==> src/rtl/serial_mul_arbiter.sv <==
// -----------------------------------------------------------------------------
// serial_mul_arbiter
//
// Shares a single serial multiplier among N_REQ requesters. One operand pair
// is accepted at a time (round-robin), a one-cycle start pulse is sent to the
// multiplier, and the product (or a timeout error) is returned to the
// requester that was granted. Only one multiplication is ever in flight.
//
// Parameters:
//   N_REQ          number of requesters (2..16)
//   N_BITS_A/B     operand widths (two's complement, passed through untouched)
//   N_BITS_RESULT  multiplier result width
//   TIMEOUT_CYCLES WAIT cycles tolerated before an error response
//
// Ports:
//   clk, reset         rising-edge clock, asynchronous active-high reset
//   req_valid/ready    per-requester handshake; ready is one-hot, IDLE only
//   req_a/req_b        packed operands, requester i occupies slice i
//   resp_valid         one-hot, one-cycle response pulse to the grantee
//   resp_result/error  response payload, held until the next response
//   busy               high whenever the arbiter is not IDLE
//   mul_a/mul_b        latched operands to the multiplier
//   mul_start          one-cycle start pulse
//   mul_data_ready     multiplier done strobe
//   mul_result         multiplier product
// -----------------------------------------------------------------------------
module serial_mul_arbiter #(
  parameter int N_REQ          = 4,
  parameter int N_BITS_A       = 8,
  parameter int N_BITS_B       = 8,
  parameter int N_BITS_RESULT  = 9,
  parameter int TIMEOUT_CYCLES = 16
) (
  input  logic                        clk,
  input  logic                        reset,
  input  logic [N_REQ-1:0]            req_valid,
  output logic [N_REQ-1:0]            req_ready,
  input  logic [N_REQ*N_BITS_A-1:0]   req_a,
  input  logic [N_REQ*N_BITS_B-1:0]   req_b,
  output logic [N_REQ-1:0]            resp_valid,
  output logic [N_BITS_RESULT-1:0]    resp_result,
  output logic                        resp_error,
  output logic                        busy,
  output logic [N_BITS_A-1:0]         mul_a,
  output logic [N_BITS_B-1:0]         mul_b,
  output logic                        mul_start,
  input  logic                        mul_data_ready,
  input  logic [N_BITS_RESULT-1:0]    mul_result
);

  localparam int ID_W  = (N_REQ > 1) ? $clog2(N_REQ) : 1;
  localparam int CNT_W = (TIMEOUT_CYCLES > 0) ? $clog2(TIMEOUT_CYCLES + 1) : 1;

  typedef enum logic [1:0] {
    ST_IDLE,
    ST_ISSUE,
    ST_WAIT,
    ST_RESP
  } state_t;

  state_t                     state_reg, state_next;
  logic [ID_W-1:0]            grant_id_reg, grant_id_next;
  logic [ID_W-1:0]            last_grant_reg, last_grant_next;
  logic [CNT_W-1:0]           cnt_reg, cnt_next;
  logic [N_BITS_A-1:0]        mul_a_reg, mul_a_next;
  logic [N_BITS_B-1:0]        mul_b_reg, mul_b_next;
  logic [N_BITS_RESULT-1:0]   result_reg, result_next;
  logic                       error_reg, error_next;

  // Per-requester operand views of the packed buses.
  logic [N_BITS_A-1:0] a_slice [N_REQ];
  logic [N_BITS_B-1:0] b_slice [N_REQ];

  generate
    for (genvar gi = 0; gi < N_REQ; gi++) begin : g_slice
      assign a_slice[gi] = req_a[gi*N_BITS_A +: N_BITS_A];
      assign b_slice[gi] = req_b[gi*N_BITS_B +: N_BITS_B];
    end
  endgenerate

  // ---------------------------------------------------------------------------
  // Round-robin winner: first valid requester starting just after the last
  // grant, wrapping modulo N_REQ. The last grant itself is checked last, so a
  // lone continuous requester is still served back to back.
  // ---------------------------------------------------------------------------
  logic            win_found;
  logic [ID_W-1:0] win_id;

  always_comb begin
    logic [ID_W-1:0] idx;
    win_found = 1'b0;
    win_id    = '0;
    idx       = '0;
    for (int off = 1; off <= N_REQ; off++) begin
      idx = ID_W'((int'(last_grant_reg) + off) % N_REQ);
      if (!win_found && req_valid[idx]) begin
        win_found = 1'b1;
        win_id    = idx;
      end
    end
  end

  // Acceptance only ever happens in IDLE, so ready is gated by state.
  logic accept;
  assign accept = (state_reg == ST_IDLE) && win_found;

  generate
    for (genvar gi = 0; gi < N_REQ; gi++) begin : g_onehot
      assign req_ready[gi]  = accept && (win_id == ID_W'(gi));
      assign resp_valid[gi] = (state_reg == ST_RESP) && (grant_id_reg == ID_W'(gi));
    end
  endgenerate

  assign busy        = (state_reg != ST_IDLE);
  assign mul_start   = (state_reg == ST_ISSUE);
  assign mul_a       = mul_a_reg;
  assign mul_b       = mul_b_reg;
  assign resp_result = result_reg;
  assign resp_error  = error_reg;

  // ---------------------------------------------------------------------------
  // Next-state logic
  // ---------------------------------------------------------------------------
  always_comb begin
    state_next      = state_reg;
    grant_id_next   = grant_id_reg;
    last_grant_next = last_grant_reg;
    cnt_next        = cnt_reg;
    mul_a_next      = mul_a_reg;
    mul_b_next      = mul_b_reg;
    result_next     = result_reg;
    error_next      = error_reg;

    case (state_reg)
      ST_IDLE: begin
        if (win_found) begin
          mul_a_next      = a_slice[win_id];
          mul_b_next      = b_slice[win_id];
          grant_id_next   = win_id;
          last_grant_next = win_id;
          state_next      = ST_ISSUE;
        end
      end

      // Start pulse cycle; a data_ready here belongs to nothing and is ignored.
      ST_ISSUE: begin
        cnt_next   = '0;
        state_next = ST_WAIT;
      end

      // The counter holds the number of WAIT cycles already spent without a
      // result, so the timeout fires in the (TIMEOUT_CYCLES+1)-th WAIT cycle.
      // A result arriving in that same cycle still wins over the timeout.
      ST_WAIT: begin
        if (mul_data_ready) begin
          result_next = mul_result;
          error_next  = 1'b0;
          state_next  = ST_RESP;
        end else if (cnt_reg == CNT_W'(TIMEOUT_CYCLES)) begin
          result_next = '0;
          error_next  = 1'b1;
          state_next  = ST_RESP;
        end else begin
          cnt_next = cnt_reg + CNT_W'(1);
        end
      end

      ST_RESP: begin
        state_next = ST_IDLE;
      end

      default: begin
        state_next = ST_IDLE;
      end
    endcase
  end

  // ---------------------------------------------------------------------------
  // State registers
  // ---------------------------------------------------------------------------
  always_ff @(posedge clk or posedge reset) begin
    if (reset) begin
      state_reg      <= ST_IDLE;
      grant_id_reg   <= '0;
      last_grant_reg <= ID_W'(N_REQ - 1);  // requester 0 first after reset
      cnt_reg        <= '0;
      mul_a_reg      <= '0;
      mul_b_reg      <= '0;
      result_reg     <= '0;
      error_reg      <= 1'b0;
    end else begin
      state_reg      <= state_next;
      grant_id_reg   <= grant_id_next;
      last_grant_reg <= last_grant_next;
      cnt_reg        <= cnt_next;
      mul_a_reg      <= mul_a_next;
      mul_b_reg      <= mul_b_next;
      result_reg     <= result_next;
      error_reg      <= error_next;
    end
  end

endmodule

==> config.mk <==
export PLATFORM = sky130hd
export DESIGN_NAME = serial_mul_arbiter
export DESIGN_NICKNAME = d
export VERILOG_FILES = /design/src/rtl/serial_mul_arbiter.sv
export SDC_FILE = /design/constraint.sdc
export NUM_CORES = 1
export LEC_CHECK = 0
export ABC_AREA = 1
export CAP_MARGIN = 20
export CORE_MARGIN = 2
export CORE_UTILIZATION = 25
export CTS_CLUSTER_DIAMETER = 60
export DETAILED_ROUTE_END_ITERATION = 12
export HOLD_SLACK_MARGIN = 0.12
export SLEW_MARGIN = 20
export SYNTH_ARGS = -nofsm -noshare
export SYNTH_HDL_FRONTEND = slang
export SYNTH_SLANG_ARGS = --single-unit
==> constraint.sdc <==
create_clock -name clk -period 3.1 [get_ports clk]
set_input_delay 0.465 -clock clk [delete_from_list [all_inputs] [get_ports clk]]
set_output_delay 0.465 -clock clk [all_outputs]
set_load 0.005 [all_outputs]
## After elaboration in Yosys (flattened, before gate mapping)

Cells that the tools add are included.

| cells by class | value |
|---|---|
| $add $sub $neg | 5 |
| magnitude comparators | 5 |
| equality and inequality tests | 14 |
| muxes and demuxes | 33 |
| bitwise logic cells | 1 |
| reduce and logical (&&, ||, !) cells | 25 |

Operators with widths:

| kind | number |
|---|---|
| $bmux 8 s2 | 2 |
| $mux 8 | 4 |
| $mux 9 | 2 |
| $mux 2 | 7 |
| $eq 2x2->1 const B | 6 |
| $logic_and 1x1->1 | 12 |
| $lt 2x3->1 const B | 4 |
| $mux 1 | 10 |
| $mux 5 | 2 |
| $pmux 5 s2 | 1 |
| $bmux 1 s2 | 4 |
| $pmux 2 s4 | 1 |
| $eq 2x1->1 const B | 3 |
| $logic_not 2->1 | 3 |
| $ne 2x2->1 const B | 3 |
| $reduce_and 2->1 | 3 |
| $reduce_bool 2->1 | 3 |
| $add 5x1->5 const B | 1 |
| $eq 5x5->1 const B | 1 |
| $add 2x1->2 const B | 2 |
| $add 2x2->2 const B | 2 |
| $ge 3x3->1 const B | 1 |
| $logic_not 1->1 | 3 |
| $ne 3x3->1 const B | 1 |
| 2 further kinds | 2 |

| storage, ports and cells | value |
|---|---|
| bits in registers | 37 |
| input port bits | 80 |
| output and inout port bits | 36 |

## Logic depth before layout (Yosys ltp)

Gate-level depths: netlist of the first run.

| logic depth | value |
|---|---|
| depth after elaboration | 17 |
| mapped depth | 18 |
| mapped depth without buffers | 16 |

## Worst setup path before layout of the first run

OpenSTA, ideal clock, no wires.

| path | value |
|---|---|
| path type | register -> output |
| start point | reg last_grant_reg[0] |
| end point | out req_ready[0] |
| arrival | 1.725 ns |
| path slack | 0.910 ns |
| cell stages (with the launch flop) | 13 |
| buffers on the path | 2 |
| path through | dfstp_2 buf_4 inv_2 nand2_1 nand2_1 nand2_2 nand2_2 nor2_4 nand3_4 nand2_4 buf_6 inv_2 nor3_1 |

| between the ends | value |
|---|---|
| word-level cells in the longest chain between the ends | 15 |

Ends and longest elaborated chain:

| element | RTL line | source |
|---|---|---|
| start, declared | 63 | `logic [ID_W-1:0] last_grant_reg, last_grant_next;` |
| start signal, assigned | 185 | `last_grant_reg <= ID_W'(N_REQ - 1);` |
| start signal, assigned | 194 | `last_grant_reg <= last_grant_next;` |
| $add 2x1->2 | 95 | `idx = ID_W'((int'(last_grant_reg) + off) % N_REQ);` |
| $bmux 1 s2 | 96 | `if (!win_found && req_valid[idx]) begin` |
| $mux 1 (not written as such) | 96 |  |
| $mux 1 | 96 |  |
| $logic_not 1->1 | 96 |  |
| $logic_and 1x1->1 | 96 |  |
| $mux 1 | 96 |  |
| $logic_not 1->1 | 96 |  |
| $logic_and 1x1->1 | 96 |  |
| $mux 1 | 96 |  |
| $logic_not 1->1 | 96 |  |
| $logic_and 1x1->1 | 96 |  |
| $mux 2 or $mux 1 (tied branches) | 96 |  |
| $logic_not 2->1 or $logic_and 1x1->1 (tied branches) | 109, 105 |  |
| $logic_and 1x1->1 * | 109 | `assign req_ready[gi] = accept && (win_id == ID_W'(gi));` |
| end, declared | 37 | `output logic [N_REQ-1:0] req_ready,` |

Every way passes the cells marked *; elsewhere a longest branch is shown, timed or not. The select of a mux whose other input is x is not followed.

## Worst setup path in the final report of the first run

Same ends and word-level chain as after synthesis.

==> metrics.md, run 1 <==
| Metric | Value |
|---|---|
| Worst slew pin tran | `0.481 ns` |
| Gate Count Post-Synth | `376` |
| Distinct cell type count after synthesis | `28` |
| Max Root-Sink Buffers | `2` |
| Internal power | `2.22 mW` |
| Synth area leader | `dfrtp_1` |
| Boundary Pins | `116` |
| Routed len/inst | `13.1 um` |
| Layout Nets | `581` |
| Vias in the first global route | `2954` |
| Nature of the critical path startpoint | `flop` |
| Gr busiest metal | `met2` |
| DP HPWL | `just over 6000 um` |
| Period minus WS final | `2.91 ns` |
| Worst setup EP type | `output port` |
| Wirelength, routed | `8250 um` |
| Net Sw Frac | `roughly half` |
| Initial antenna violation count | `0` |
| Pwr Density | `around 1100 nW/um^2` |
| Slew Viols, Final | `0` |
| Worst path cell trace | `buf_4 > nand2_1 > and2_1 > nor2_1 > nor2_2 > nand3_4 > buf_4 > nand2_4 > nor3_1 > clkdlybuf4s50_1` |
| Top-area cell type share of the netlist area | `34.5%` |
| CP peak stage delay | `0.55 ns` |
| Slowest-stage cell, CP | `dfstp_2` |
| Worst EP required | `2.63 ns` |
| F_max | `roughly 340 MHz` |
| Port bufs | `about 120` |
| Clock Skew | `a little over 0.004 ns` |
| Total number of vias | `between 2000 and 3000` |
| #FFs+latches synth | `37` |
| Crit Path Category | `reg -> out` |
| Clk pwr share | `10.1%` |
| Met1 GRT Util | `19.2%` |
| Fin worst setup slack | `around 0.19 ns` |
| GR Util All Layers | `~16%` |
| Worst-path clk slew | `roughly 0.080 ns` |
| Die W | `105 um` |
| Htree depth | `2` |
| RSZ-0062 raised after global routing | `no` |
| N_diodes | `0` |
| Clock sink count | `37` |
| YS warnings | `0` |
| CTS tree | `built` |
| Layout cells sized above 1 | `10.5%` |
| First-pass GRT wire length | `14100 um` |
| First-pass DRT Iterations | `4` |
| Status | `complete, no violations` |
| Synth top area cells | `dfrtp_1 (34%), nand2_1 (27%), nand3_1 (8.1%)` |
| Via density | `approximately 4.4` |
| Crit-path leading delay family | `buffers and inverters` |
| Crit-path max FO | `6` |
| CP arrival | `2.44 ns` |
| Worst hold path type | `reg -> reg` |
| Starting DRT DRC Count | `between 100 and 150` |
| Global Route met2 Usage | `27.4%` |
| Register area share after synthesis | `36.6%` |
| Pre-CTS WS | `0.155 ns` |
| Die H | `roughly 100 um` |
| Syn nets | `around 460` |
| Setup TNS | `0 ns` |
| Combinational power share | `70.6%` |
| Syn Std Cell Area | `about 2500 um^2` |
| Largest net degree at the start of global routing | `38` |
| Core box area | `9820 um^2` |
| Final ANT Viol Nets | `0` |
| Most common cell after layout, fill and taps aside | `nand2_1` |
| Met3 GRT Util | `4.37%` |
| Routability cong. | `0.883` |
| Synthesized area per cell | `6.76 um^2` |
| Final hold vios | `0` |
| Fin crit share | `93.8%` |
| Max reg flops | `9` |
| Worst Path Buf+Inv | `3` |
| Leakage | `just under 2 nW` |
| Hold Buf Count CTS | `0` |
| CTS buffer count | `5` |
| Initial Util | `25.9%` |
| Clk Latency, worst-skew pair | `0.29 ns` |
| Commonest non-fill, non-tap cells in the layout | `nand2_1 (183), clkdlybuf4s50_1 (114), nand3_1 (41), dfrtp_1 (35), inv_1 (20)` |
| Endpoints failing setup | `0` |
| Sw Pwr | `2.16 mW` |
| Slew HR | `68.0%` |
| DRC | `0` |
| Std cell rows | `36` |
| Grt ovf | `0` |
| IR drop worst, VDD | `0.608 mV` |
| Syn-to-layout area delta | `56.2%` |
| Root buffer cell | `clkbuf_8` |
| Die area | `around 11000 um^2` |
| Max cap viols | `0` |
| CP most frequent cell | `buf_4` |
| Seq pwr share | `between 10% and 20%` |
==> final timing paths <==
path	from	end	slack, ns	depth (start not counted)
max	last_grant_reg[0]	req_ready[0]	0.19	10
min	mul_a[4]	mul_a[4]	0.49	2
max reg2reg	last_grant_reg[1]	mul_b[0]	0.93	15
min reg2reg	mul_a[4]	mul_a[4]	0.49	2
max in group asynchronous	reset	last_grant_reg[0]	2.16	3
min in group asynchronous	reset	cnt_reg[3]	0.58	3
==> repair_timing <==
item / in CTS / in global routing
resized for setup: 0 / 4
buffers inserted: 0 / 5
endpoints found under the setup margin: 0 / 4
==> worst register-to-register path: stages, from the launching register on <==
cell and delay [ns]:
dfstp_2 0.60, inv_2 0.08, nand2_1 0.06, nand2_1 0.07, nand2_1 0.09, nand2_2 0.08, nor2_4 0.16, nand3_4 0.10
nand2_4 0.08, buf_4 0.35, nand2_1 0.10, nand2_1 0.08, nand2_1 0.08, nand2_1 0.08, nand2_1 0.05, nand2_1 0.06
==> stage by stage <==
| step | hold slack [ns] | power, mW | utilization (%) | area [um^2] | std cells |
|---|---|---|---|---|---|
| 6_report | 0.485 | 4.38 | 40.4 | 3970 | 628 |
| 3_5_place_dp | 0.464 | 3.94 | 38.7 | 3800 | 615 |
| 5_1_grt | 0.511 | 4.91 | 40.4 | 3970 | 628 |
| 3_3_place_gp | 0.464 | 3.90 | 38.7 | 3800 | 615 |
| 4_1_cts | 0.490 | 4.42 | 39.9 | 3920 | 623 |
| 2_1_floorplan | 0.472 | 2.97 | - | 2540 | 376 |
==> layer usage <==
layer,part of all wire [%],up-vias
met5,0,-
met3,5.7,9
met1,45,1258
met2,48,68
met4,0.99,0
li1,-,1415
==> cell families (layout without fill, tap and decap cells) <==
group | count (synthesis) | after routing | share of synthesized area (%)
buffers and inverters | 42 | 161 | 8.37
adder cells (fa/ha/maj) | 7 | 7 | 3.45
flip-flops | 37 | 37 | 36.6
XOR/XNOR | 2 | 2 | 0.690
AND/OR/NAND/NOR | 266 | 266 | 44.9
AO/OA/AOI/OAI | 22 | 22 | 6.06
==> cells in the mapped netlist (all sizes together) <==
| cell | number |
|---|---|
| a21boi | 1 |
| a21oi | 1 |
| a22o | 9 |
| and2 | 1 |
| buf | 15 |
| clkbuf | 2 |
| clkinv | 1 |
| dfrtp | 35 |
| dfstp | 2 |
| ha | 7 |
| inv | 24 |
| nand2 | 200 |
| nand3 | 42 |
| nand4 | 2 |
| nor2 | 16 |
| nor3 | 5 |
| o21ai | 11 |
| xnor2 | 1 |
| xor2 | 1 |
==> final cells by class <==
class	instances	area, um^2
Fill cell	1080	5850
Inverter	25	93.8
Clock buffer	6	82.6
Clock inverter	2	37.5
Timing Repair Buffer	128	1250
Multi-Input combinational cell	297	1410
Tap cell	133	166
Sequential cell	37	928
==> power by group through the flow <==
| stage | logic, mW | registers, mW | clock network [mW] |
|---|---|---|---|
| floorplan | 2.12 | 0.847 | 0 |
| global placement | 3.04 | 0.858 | 0 |
| detailed placement | 3.08 | 0.861 | 0 |
| CTS | 3.09 | 0.858 | 0.471 |
| global route | 3.56 | 0.874 | 0.482 |
| finish | 3.09 | 0.847 | 0.443 |
No activity file was read; power rests on OpenSTA's default activity.
==> run 2, diff against run 1 <==
--- a/constraint.sdc
+++ b/constraint.sdc
@@ -3,2 +3,2 @@
 set_output_delay 0.465 -clock clk [all_outputs]
-set_load 0.005 [all_outputs]
+set_load 0.02 [all_outputs]
==> run 2 against run 1 <==
  * Combinational power rose by 6%
  * Sequential power rose by 0.8%
  * Final area fell by 0.95%
  * Maximum frequency rose by 1.6%
  * First-iteration DRC count fell by 26%
  * Via count rose by 0.55%
  * Hold slack got worse by 0.0027 ns
  * Power rose by 4.5%
  * Clock power rose by 1%
  * Critical endpoint is now req_ready[2]
  * Largest power group unchanged
==> metrics.md, run 2 (synthesized netlist as in run 1, its figures left out) <==
| Metric | Value |
|---|---|
| Layout cells sized above 1 | `9.16% (-1.3 points)` |
| Wirelength, routed | `8370 um (+1.5%)` |
| First-pass GRT wire length | `13800 um (-1.8%)` |
| Std cell rows | `36 (unchanged)` |
| Starting DRT DRC Count | `109 (-26%)` |
| Fin crit share | `92.4% (-1.5 points)` |
| N_diodes | `0 (unchanged)` |
| Total number of vias | `2765 (+0.55%)` |
| Max reg flops | `9 (unchanged)` |
| Largest net degree at the start of global routing | `38 (unchanged)` |
| Status | `complete, no violations` |
| Die H | `105 um (unchanged)` |
| Max cap viols | `0 (unchanged)` |
| Period minus WS final | `2.86 ns (-0.0451 ns)` |
| Pwr Density | `1170 nW/um^2 (+5.5%)` |
| Max Root-Sink Buffers | `2 (unchanged)` |
| Boundary Pins | `116 (unchanged)` |
| GR Util All Layers | `15.6% (-0.16 points)` |
| Worst slew pin tran | `0.472 ns (-0.00825 ns)` |
| CTS buffer count | `5 (unchanged)` |
| DP HPWL | `6230 um (+2.5%)` |
| Final hold vios | `0 (unchanged)` |
| Net Sw Frac | `52.4% (+3.1 points)` |
| Die W | `105 um (unchanged)` |
| Worst EP required | `2.63 ns (about the same)` |
| Initial Util | `25.9% (unchanged)` |
| Root buffer cell | `clkbuf_8` |
| RSZ-0062 raised after global routing | `no` |
| Clock sink count | `37 (unchanged)` |
| CP arrival | `2.40 ns (-0.04 ns)` |
| Sw Pwr | `2.40 mW (+11%)` |
| Routed len/inst | `13.4 um (+2.2%)` |
| Routability cong. | `0.879 (-0.54%)` |
| Worst setup EP type | `output port` |
| F_max | `349 MHz (+1.6%)` |
| IR drop worst, VDD | `0.601 mV (-1.2%)` |
| CTS tree | `built` |
| Slew Viols, Final | `0 (unchanged)` |
| Grt ovf | `0 (unchanged)` |
| Seq pwr share | `18.6% (-0.7 points)` |
| Vias in the first global route | `2814 (-4.7%)` |
| Clk pwr share | `9.8% (-0.3 points)` |
| Slew HR | `68.5% (+0.55 points)` |
| Via density | `4.43 (+1.2%)` |
| Crit-path max FO | `8 (+2)` |
| Crit Path Category | `reg -> out` |
| Combinational power share | `71.6% (+1.0 points)` |
| Layout Nets | `577 (-0.69%)` |
| Most common cell after layout, fill and taps aside | `nand2_1` |
| Syn-to-layout area delta | `54.7%` |
| Initial antenna violation count | `0 (unchanged)` |
| Htree depth | `2 (unchanged)` |
| Leakage | `1.99 nW (+0.39%)` |
| Clk Latency, worst-skew pair | `0.29 ns (about the same)` |
| Clock Skew | `0.00636 ns (+0.00224 ns)` |
| Worst-path clk slew | `0.08 ns (about the same)` |
| First-pass DRT Iterations | `4 (unchanged)` |
| Die area | `11000 um^2 (unchanged)` |
| Endpoints failing setup | `0 (unchanged)` |
| Min Hold Slack | `0.483 ns (-0.00266 ns)` |
| Port bufs | `115 (unchanged)` |
| Worst hold path type | `reg -> reg` |
| Final ANT Viol Nets | `0 (unchanged)` |
| Nature of the critical path startpoint | `flop` |
| Internal power | `2.18 mW (-1.9%)` |
| Setup TNS | `0 ns (unchanged)` |
| Commonest non-fill, non-tap cells in the layout | `nand2_1 (184), clkdlybuf4s50_1 (111), nand3_1 (41), dfrtp_1 (35), inv_1 (20)` |
| DRC | `0 (unchanged)` |
| Core box area | `9820 um^2 (unchanged)` |
run 2: layout make-up:
type                            instances  area (um^2)
Tap cell                              133          166
Timing Repair Buffer                  124         1220
Sequential cell                        37          928
Clock buffer                            6         82.6
Multi-Input combinational cell        297         1400
Fill cell                            1045         5890
Inverter                               25         93.8
Clock inverter                          2         37.5
run 2: worst paths after layout:
check,startpoint,to,slack [ns],cells after the start
max,last_grant_reg[0],req_ready[2],0.24,13
min,mul_b[3],mul_b[3],0.48,2
max reg2reg,last_grant_reg[0],mul_b[0],0.81,15
min reg2reg,mul_b[3],mul_b[3],0.48,2
max in group asynchronous,reset,last_grant_reg[0],2.16,3
min in group asynchronous,reset,resp_result[5],0.57,3
run 2: through the flow:
stage | setup WS [ns] | cells | area [um^2] | power (mW) | utilization [%]
2_1_floorplan | 0.611 | 376 | 2540 | 3.20 | -
3_3_place_gp | 0.140 | 616 | 3810 | 4.17 | 38.8
3_5_place_dp | 0.0604 | 616 | 3810 | 4.20 | 38.8
4_1_cts | 0.0177 | 624 | 3920 | 4.66 | 40.0
5_1_grt | 0.0485 | 624 | 3930 | 5.08 | 40.0
6_report | 0.237 | 624 | 3930 | 4.58 | 40.0
run 2: power groups by stage:
stage	clock [mW]	combinational, mW	sequential (mW)
6_report	0.448	3.28	0.854
5_1_grt	0.486	3.72	0.881
4_1_cts	0.464	3.35	0.853
3_5_place_dp	0	3.35	0.858
3_3_place_gp	0	3.31	0.857
2_1_floorplan	0	2.18	1.02
run 2: metal layers:
| layer | routed length, um | GRT usage [%] |
|---|---|---|
| met2 | 3950 | 27.3 |
| met1 | 3870 | 19.2 |
| met5 | 0 | 0 |
| met4 | 92 | 3.14 |
| met3 | 461 | 4.05 |
run 2: what timing repair did:
item,CTS,global route
pin swaps,0,0
endpoints found under the setup margin,2,2
resized for setup,2,2
hold buffers,0,0
setup buffers,0,0
endpoints found under the hold margin,0,0
run 2: critical path: stages (launching register included):
cell and delay, ns:
dfstp_2 0.61, inv_2 0.10, nand2_1 0.08, nand2_1 0.08
nand2_2 0.10, nand2_2 0.07, nor2_4 0.16, nand3_1 0.09
nand2_1 0.06, inv_1 0.05, nand2_2 0.13, nand2_1 0.11
nor2_1 0.13, dlygate4sd2_1 0.35
